<file path="src/rtl/density_dump.sv">
// rtl/density_dump.sv - windowed ones-count of a comparator bit, queued and streamed over 8N1 UART
module density_dump #(
    parameter int WIN_LOG2        = 11,
    parameter int CLK_DIV         = 52,
    parameter int FIFO_DEPTH_LOG2 = 3
) (
    input  logic                clk,
    input  logic                rst,
    input  logic                sig,
    input  logic                enable,
    output logic                tx,
    output logic                busy,
    output logic                overflow,
    output logic                sample_valid,
    output logic [WIN_LOG2:0]   sample
);
    localparam int CW    = WIN_LOG2 + 1;
    localparam int DEPTH = 1 << FIFO_DEPTH_LOG2;
    localparam int DIVW  = $clog2(CLK_DIV + 1);

    typedef enum logic [1:0] {S_IDLE, S_START, S_DATA, S_STOP} state_t;

    logic                      s_meta, s_sig;
    logic [WIN_LOG2-1:0]       period;
    logic [CW-1:0]             acc;
    logic                      win_end;
    logic [CW-1:0]             win_count;

    logic [CW-1:0]             mem [DEPTH];
    logic [FIFO_DEPTH_LOG2:0]  wr_ptr, rd_ptr;
    logic                      fifo_empty, fifo_full, push, pop;
    logic [CW-1:0]             fifo_rd;
    logic [13:0]               s14;

    state_t                    state, state_n;
    logic [DIVW-1:0]           div_cnt;
    logic                      bit_done;
    logic [2:0]                bit_idx;
    logic                      pend;
    logic [7:0]                shreg, lo_byte;
    logic                      tx_c;

    assign win_end   = enable && (period == '1);
    assign win_count = acc + {{WIN_LOG2{1'b0}}, s_sig};

    assign fifo_empty = (wr_ptr == rd_ptr);
    assign fifo_full  = (wr_ptr[FIFO_DEPTH_LOG2] != rd_ptr[FIFO_DEPTH_LOG2]) &&
                        (wr_ptr[FIFO_DEPTH_LOG2-1:0] == rd_ptr[FIFO_DEPTH_LOG2-1:0]);
    assign pop       = (state == S_IDLE) && !fifo_empty;
    // A simultaneous pop frees the slot, so a push on a full FIFO still lands.
    assign push      = win_end && (!fifo_full || pop);
    assign fifo_rd   = mem[rd_ptr[FIFO_DEPTH_LOG2-1:0]];
    assign s14       = {{(14-CW){1'b0}}, fifo_rd};

    assign bit_done  = (div_cnt == DIVW'(CLK_DIV - 1));
    assign busy      = !fifo_empty || (state != S_IDLE);
    assign tx        = tx_c;

    always_ff @(posedge clk or negedge rst) begin
        if (!rst) begin
            s_meta       <= 1'b0;
            s_sig        <= 1'b0;
            period       <= '0;
            acc          <= '0;
            sample       <= '0;
            sample_valid <= 1'b0;
            overflow     <= 1'b0;
            wr_ptr       <= '0;
            rd_ptr       <= '0;
        end else begin
            s_meta       <= sig;
            s_sig        <= s_meta;
            sample_valid <= win_end;
            if (!enable) begin
                period <= '0;
                acc    <= '0;
            end else begin
                period <= period + 1'b1;
                acc    <= win_end ? '0 : win_count;
            end
            if (win_end) begin
                sample <= win_count;
                if (fifo_full && !pop)
                    overflow <= 1'b1;
            end
            if (push)
                wr_ptr <= wr_ptr + 1'b1;
            if (pop)
                rd_ptr <= rd_ptr + 1'b1;
        end
    end

    always_ff @(posedge clk) begin
        if (push)
            mem[wr_ptr[FIFO_DEPTH_LOG2-1:0]] <= win_count;
    end

    always_ff @(posedge clk or negedge rst) begin
        if (!rst)
            state <= S_IDLE;
        else
            state <= state_n;
    end

    always_comb begin
        state_n = state;
        tx_c    = 1'b1;
        case (state)
            S_IDLE:  if (!fifo_empty) state_n = S_START;
            S_START: begin
                tx_c = 1'b0;
                if (bit_done) state_n = S_DATA;
            end
            S_DATA: begin
                tx_c = shreg[0];
                if (bit_done && bit_idx == 3'd7) state_n = S_STOP;
            end
            S_STOP:  if (bit_done) state_n = pend ? S_START : S_IDLE;
            default: state_n = S_IDLE;
        endcase
    end

    // Byte0 carries the high half with bit7 set; byte1 follows unconditionally.
    always_ff @(posedge clk or negedge rst) begin
        if (!rst) begin
            div_cnt <= '0;
            bit_idx <= '0;
            pend    <= 1'b0;
            shreg   <= '0;
            lo_byte <= '0;
        end else if (state == S_IDLE) begin
            div_cnt <= '0;
            bit_idx <= '0;
            if (pop) begin
                shreg   <= {1'b1, s14[13:7]};
                lo_byte <= {1'b0, s14[6:0]};
                pend    <= 1'b1;
            end
        end else begin
            div_cnt <= bit_done ? '0 : div_cnt + 1'b1;
            if (state == S_DATA && bit_done) begin
                shreg   <= {1'b0, shreg[7:1]};
                bit_idx <= bit_idx + 1'b1;
            end
            if (state == S_STOP && bit_done && pend) begin
                shreg <= lo_byte;
                pend  <= 1'b0;
            end
        end
    end
endmodule
</file>
<file path="config.mk">
export PLATFORM = sky130hd
export DESIGN_NAME = density_dump
export DESIGN_NICKNAME = d
export VERILOG_FILES = /design/src/rtl/density_dump.sv
export SDC_FILE = /design/constraint.sdc
export NUM_CORES = 1
export LEC_CHECK = 0
export BUFFER_PORTS_ARGS = -buffer_cell sky130_fd_sc_hd__buf_2
export CORE_MARGIN = 1.5
export CORE_UTILIZATION = 60
export DETAILED_ROUTE_END_ITERATION = 7
export PLACE_DENSITY = 0.85
export SYNTH_ARGS = -nofsm -noshare
export SYNTH_HDL_FRONTEND = slang
export SYNTH_SLANG_ARGS = --single-unit
</file>
<file path="constraint.sdc">
create_clock -name clk -period 4 [get_ports clk]
set_input_delay 0.2 -clock clk [delete_from_list [all_inputs] [get_ports clk]]
set_output_delay 0.2 -clock clk [all_outputs]
set_load 0.03 [all_outputs]
</file>
==> reports/results.txt, run 1 <==
Drt total wl: 13.5 mm
Switching share of power: 19.9%
DRC Markers: 0
Worst slew pin tran: 1040 ps
Final WS setup: 1260 ps
Row count: 39
Cells on worst reg2reg path: 5
Core area: 0.0115 mm²
Layout area overhead: 13.7%
Combinational share of power: 1.1%
Fin cells: 656
Synth cell types: 48
EDFF count, synth: 96
Worst path required time: 4060 ps
Hold path start: enable
Worst R2R Setup Slack: 1260 ps
DR vias: 4,017
Pins over their slew limit: 0
Global Route Usage Sum: 23.6%
Area of the mapped netlist: 0.00713 mm²
Final Setup Violations: 0
Crit Path Max Fanout: 12
Synth Area per Inst: 15.2 µm²
Worst-Skew Late Latency: 430 ps
#FFs+latches synth: 170
Clk root buf: clkbuf_16
Vias in the first global route: 4,174
Pin count of the biggest net entering global routing: 75
Placed Area: 0.00743 mm²
Clock-pin slew on the worst setup and hold paths: 60 ps
TritonCTS clock tree: built
Starting density of the core: 61.9%
CTS Buf Count: 17
Fin crit period: 2740 ps
Worst path slowest cell: and4b_1
Min-Delay Endpoint: period[0]$_DFF_PN0_
Initial antenna violation count: 0
Most used DFF post-synth: edfxtp_1
Setup bufs post-CTS: 0
Pre-CTS setup slack: 1300 ps
Final period utilization: 68.6%
Worst path max stage delay: 630 ps
Final Power: 0.00367 W
Sequential power share: 50.6%
Max frequency: 365 MHz
Share of post-route cells with drive strength above 1: 22.0%
First-pass GRT wire length: 21.9 mm
Worst Skew: 9.77 ps
Gates resized, CTS repair: 0
Die extent in y: 112 µm
I/O Buffers: 19
Worst Path Arrival: 2800 ps
Post-route ant nets: 0
Worst path buffer plus inverter count: 0
Nets@finish: 516
Post-Layout Inst Area: 0.00810 mm²
Max cap viols: 0
CP startpoint: period[0]$_DFF_PN0_
Vias per cell: 6.12
Clock share of power: 48.3%
Wirelength per Cell: 20.6 µm
GPL Wtd Cong: 0.789
Critical path's top delay family: simple AND/OR/NAND/NOR gates
Syn nets: 484
Worst min-delay path class: in2reg
Critical Path, Cell by Cell: ha_1 -> nand4_1 -> or3_1 -> a21oi_2 -> and4b_1
RSZ-0062 raised after global routing: no
Ant diodes: 0
Peak supply drop: 0.000526 V
Critical Path Sink Type: flip-flop
Die span in x: 112 µm
Async S/R FF share, synth: 43.5%
Critical R2R Launch: period[0]$_DFF_PN0_
Cts hold-fix bufs: 2
TritonRoute pass-1 iters: 5
Ports: 20
DIE AREA: 0.0125 mm²
Fin Setup TNS: 0 ps
Hold Path Depth: 2
Clock sinks: 170
Detailed Place HPWL: 8.48 mm
Yosys warns: 0
H-tree Lvls: 4
CP Class: reg2reg
Max Root-Sink Buffers: 2
Switching power: 0.000729 W
Cell count after synthesis: 468
Status: finished clean
GR Overflow Total: 0
P per Cell Area: 453 mW/mm²
Int Pwr: 0.00294 W
DR iter-0 viols: 389
Final hold violations: 0
Inst Count DP: 622
Crit start category: flip-flop
Leakage: 3.34 nW
Slew HR: 30.1%
Post-synthesis sequential area ratio: 66.4%
Worst R2R End: mem[5][7]$_DFFE_PP_
[state kept, by name, summed over array words and instances, names as in the netlist]
signal and count:
div_cnt 6, overflow 1, sample_valid 1, state 2
bit_idx 3, lo_byte 7, s_sig 1, acc 12
mem 96, rd_ptr 4, pend 1, wr_ptr 4
sample 12, s_meta 1, period 11, shreg 8
[area by class of cell]
cell class	instances	area, µm²
Tap cell	143	179
Fill cell	728	3410
Timing Repair Buffer	34	215
Clock inverter	14	208
Multi-Input combinational cell	269	2300
Clock buffer	18	439
Inverter	8	30.0
Sequential cell	170	4730
[synth_stat cells (12+ instances only)]
cell type  instances  share of area, %
edfxtp_1          96                40
nor3_1            13              0.91
mux4_2            24               7.6
dfrtp_1           74                26
xor2_1            14               1.7
xnor2_1           18               2.2
nand3_1           14              0.98
mux2_2            13               2.1
nand2_1           32               1.7
ha_1              12               2.1
mux2i_1           14               2.0
nor2_1            17              0.90
[per-layer routing]
| layer | part of all wire, % | global-route usage [%] | vias to the layer above |
|---|---|---|---|
| li1 | - | - | 1816 |
| met1 | 42 | 30.2 | 2047 |
| met2 | 51 | 39.2 | 133 |
| met3 | 5.2 | 6.64 | 21 |
| met4 | 1.7 | 8.35 | 0 |
| met5 | 0 | 0 | - |
[cells in the final DEF, fill, tap and decap left out, types with 2 or more instances in the layout]
cell,instances
mux2_2,13
a211o_1,5
nand4_1,6
inv_1,8
nand3_1,14
mux2i_1,14
ha_1,12
bufinv_16,4
a21oi_1,10
clkbuf_16,17
clkinv_4,2
buf_4,14
buf_2,18
edfxtp_1,96
or3_1,4
nor2b_1,11
clkinv_2,2
o21ai_0,10
nor3_1,13
o2bb2ai_1,2
nor4_2,6
xor2_1,14
nor4_1,2
dfrtp_1,74
and4_1,2
nor2_1,17
nand2b_1,2
dlygate4sd3_1,2
mux4_2,24
inv_8,3
and3_1,7
and2_1,11
xnor2_1,18
nand2_1,32
inv_6,3
[worst max-delay path by stage]
stage                     cells past startpoint                   end
after floorplan                               5   mem[6][0]$_DFFE_PP_
after global placement                        5  mem[5][10]$_DFFE_PP_
after detailed placement                      5   mem[5][7]$_DFFE_PP_
after CTS                                     5   mem[5][7]$_DFFE_PP_
after global routing                          5   mem[5][6]$_DFFE_PP_
final                                         5   mem[5][7]$_DFFE_PP_
[per-stage QoR]
| stage | hold slack, ps | utilization (%) |
|---|---|---|
| final | 165 | 70.3 |
| after global routing | 165 | 70.3 |
| after floorplan | -95.6 | - |
| after CTS | 149 | 70.3 |
| after global placement | 311 | 64.6 |
| after detailed placement | 312 | 64.6 |
[power by group through the flow]
stage | sequential (W) | clock [W] | combinational (W)
global route | 0.00186 | 0.00187 | 0.0000468
global placement | 0.00189 | 0 | 0.0000373
CTS | 0.00186 | 0.00180 | 0.0000418
floorplan | 0.00189 | 0 | 0.0000156
finish | 0.00186 | 0.00177 | 0.0000410
detailed placement | 0.00189 | 0 | 0.0000395
[logic make-up (layout without fill, tap and decap cells)]
group / Yosys count / count (layout) / share of synthesized area, %
flops: 170 / 170 / 66.4
simple gates: 134 / 134 / 9.83
fa+ha+maj: 12 / 12 / 2.11
compound gates: 39 / 39 / 3.98
xor+xnor: 33 / 33 / 4.16
buf+inv: 29 / 74 / 1.90
mux: 51 / 51 / 11.6
No activity file was read; power rests on OpenSTA's default activity.
==> run 2, diff against run 1 <==
- ABC_AREA: unset -> 1
- CORE_UTILIZATION: 60 -> 56
- PLACE_DENSITY: 0.85 -> 0.84
- clock period: 4 -> 2.4 ns (I/O delays scaled with it)
==> reports/results.txt, run 2 <==
Pins over their slew limit: 0 (unchanged)
Inst Count DP: 952 (+53%)
I/O Buffers: 19 (unchanged)
Worst Path Arrival: 2200 ps (-600 ps)
Die extent in y: 120 µm (+6.9%)
Area of the mapped netlist: 0.00763 mm² (+7.1%)
Global Route Usage Sum: 22.8% (-0.79 points)
Most frequent cells in the layout: 220 x nand2_1, 96 x edfxtp_1, 75 x inv_1
TritonRoute pass-1 iters: 5 (unchanged)
Clock-pin slew on the worst setup and hold paths: 60 ps (about the same)
Worst slew pin tran: 746 ps (-295 ps)
Final Power: 0.00582 W (+59%)
Initial antenna violation count: 0 (unchanged)
P per Cell Area: 681 mW/mm² (+50%)
Max reg flops: 96 (unchanged)
Starting density of the core: 57.4% (-4.5 points)
Detailed Place HPWL: 9.76 mm (+15%)
Yosys top cell area share: 37.8% (-2.7 points)
Most used DFF post-synth: edfxtp_1
EDFF count, synth: 96 (unchanged)
CTS Buf Count: 17 (unchanged)
Worst Skew: 8.76 ps (-1.01 ps)
Yosys warns: 0 (unchanged)
CP startpoint: wr_ptr[1]$_DFFE_PN0P_
Fin cells: 987 (+50%)
Hold slack: 200 ps (+34.4 ps)
Crit Path Max Fanout: 10 (-2)
Peak supply drop: 0.000583 V (+11%)
Layout area overhead: 11.9%
Final hold violations: 0 (unchanged)
H-tree Lvls: 4 (unchanged)
Critical R2R Launch: wr_ptr[1]$_DFFE_PN0P_
Row count: 42 (+7.7%)
Worst path buffer plus inverter count: 2 (+2)
DIE AREA: 0.0143 mm² (+14%)
Cell count after synthesis: 763 (+63%)
Worst min-delay path class: in2async
Ports: 20 (unchanged)
Cells on worst reg2reg path: 6 (+1)
GPL Wtd Cong: 0.802 (+1.7%)
Nets@finish: 814 (+58%)
Syn nets: 779 (+61%)
DR iter-0 viols: 453 (+16%)
CP Class: reg2reg
Final Setup Violations: 0 (unchanged)
Max cap viols: 0 (unchanged)
Critical Path, Cell by Cell: xor2_1 -> inv_1 -> nand3_2 -> nand3_1 -> nor2_1 -> buf_4
Most numerous cell in the Yosys netlist: nand2_1
Drt total wl: 14.9 mm (+10%)
First-pass GRT wire length: 25.0 mm (+14%)
Vias per cell: 5.26 (-14%)
Final period utilization: 86.7% (+18 points)
Slew HR: 50.1% (+20 points)
Clk root buf: clkbuf_16
Leakage: 3.94 nW (+18%)
Fin crit period: 2080 ps (-662 ps)
Clock sinks: 170 (unchanged)
Synth cell types: 43 (-10%)
Core area: 0.0133 mm² (+15%)
Max Root-Sink Buffers: 2 (unchanged)
TritonCTS clock tree: built
Fin Setup TNS: 0 ps (unchanged)
DR vias: 5,187 (+29%)
Synth cell count leaders: 220 x nand2_1, 96 x edfxtp_1, 75 x inv_1, 74 x dfrtp_1, 64 x nor2_1
Post-route ant nets: 0 (unchanged)
Area contributors post-synth: edfxtp_1 38%, dfrtp_1 24%, nand2_1 11%
Critical path depth: 6 (+1)
Area leader, netlist: edfxtp_1
Ant diodes: 0 (unchanged)
Wirelength per Cell: 15.1 µm (-27%)
Vias in the first global route: 5,151 (+23%)
RSZ-0062 raised after global routing: no
Die span in x: 120 µm (+6.9%)
Critical path's top delay family: simple AND/OR/NAND/NOR gates
Post-synthesis sequential area ratio: 62.0% (-4.4 points)
Status: finished clean
Setup bufs post-CTS: 0 (unchanged)
Share of post-route cells with drive strength above 1: 12.3% (-9.7 points)
Synth Area per Inst: 10.0 µm² (-34%)
Commonest non-fill, non-tap cell in the layout: nand2_1
Crit start category: flip-flop
Worst path slowest cell: dfrtp_1
Max frequency: 481 MHz (+32%)
Gates resized, CTS repair: 0 (unchanged)
Pin count of the biggest net entering global routing: 51 (-32%)
Async S/R FF share, synth: 43.5% (unchanged)
Critical Path Sink Type: flip-flop
GR Overflow Total: 0 (unchanged)
#FFs+latches synth: 170 (unchanged)
Worst-Skew Late Latency: 430 ps (about the same)
DRC Markers: 0 (unchanged)
Worst path required time: 2520 ps (-1540 ps)
Worst path max stage delay: 520 ps (-110 ps)
## run 2: cell types whose count changed after synthesis, sizes merged, moves of 9 or more
cell   before  now
nor2       17   71
buf        11   23
o21ai      10   50
nand2      32  227
and2       11    2
nor2b      11    0
xnor2      18    5
mux2       13    0
nand3      14   62
inv         8   80
mux2i      14    1
mux4       24    0
## run 2: cell type report
type	instances	area, µm²
clock buffer	17	425
multi-input combinational	484	2400
tap	176	220
timing repair buffer	43	298
clock inverter	15	148
sequential	170	4730
inverter	82	310
fill	1022	4760
## run 2: stage by stage
stage,setup WS (ps),area (µm²),util [%]
2_1_floorplan,331,7630,-
3_3_place_gp,406,7940,59.7
3_5_place_dp,322,7940,59.7
4_1_cts,305,8540,64.2
5_1_grt,149,8540,64.2
6_report,319,8540,64.2
## run 2: logic make-up after synthesis
group                      after synthesis  synth area share, %
AOI/OAI and AO/OA                       71                 5.07
xor gates and xnor gates                17                 2.05
and+or+nand+nor                        383                 22.3
DFF                                    170                 62.0
buffers and inverters                  109                 6.48
muxes                                    1                0.131
adders and majority gates               12                 1.97
## run 2: report_power, final
| group | internal [W] | switching [W] |
|---|---|---|
| Combinational | 0.0000217 | 0.0000650 |
| Clock | 0.00153 | 0.00111 |
| Sequential | 0.00309 | 0.00000653 |
| Total | 0.00464 | 0.00118 |
## run 2: final timing paths
kind                                        end  slack [ps]
max in group asynchronous      acc[1]$_DFF_PN0_        1540
min in group clk               s_meta$_DFF_PN0_         330
min reg2reg                     s_sig$_DFF_PN0_         360
max reg2reg                 mem[6][7]$_DFFE_PP_         320
min                        shreg[2]$_DFFE_PN0P_         200
max                         mem[6][7]$_DFFE_PP_         320
## run 2: per-layer routing
metal | global-route usage (%) | vias up | wire, µm
li1 | - | 2559 | -
met1 | 30.2 | 2458 | 6550
met2 | 36.6 | 147 | 7300
met3 | 5.32 | 23 | 856
met4 | 9.15 | 0 | 238
met5 | 0 | - | 0
## run 2: repair_timing
action,4_1_cts,5_1_grt
hold endpoints to repair,41,0
hold buffers,3,0
endpoints found under the setup margin,0,0
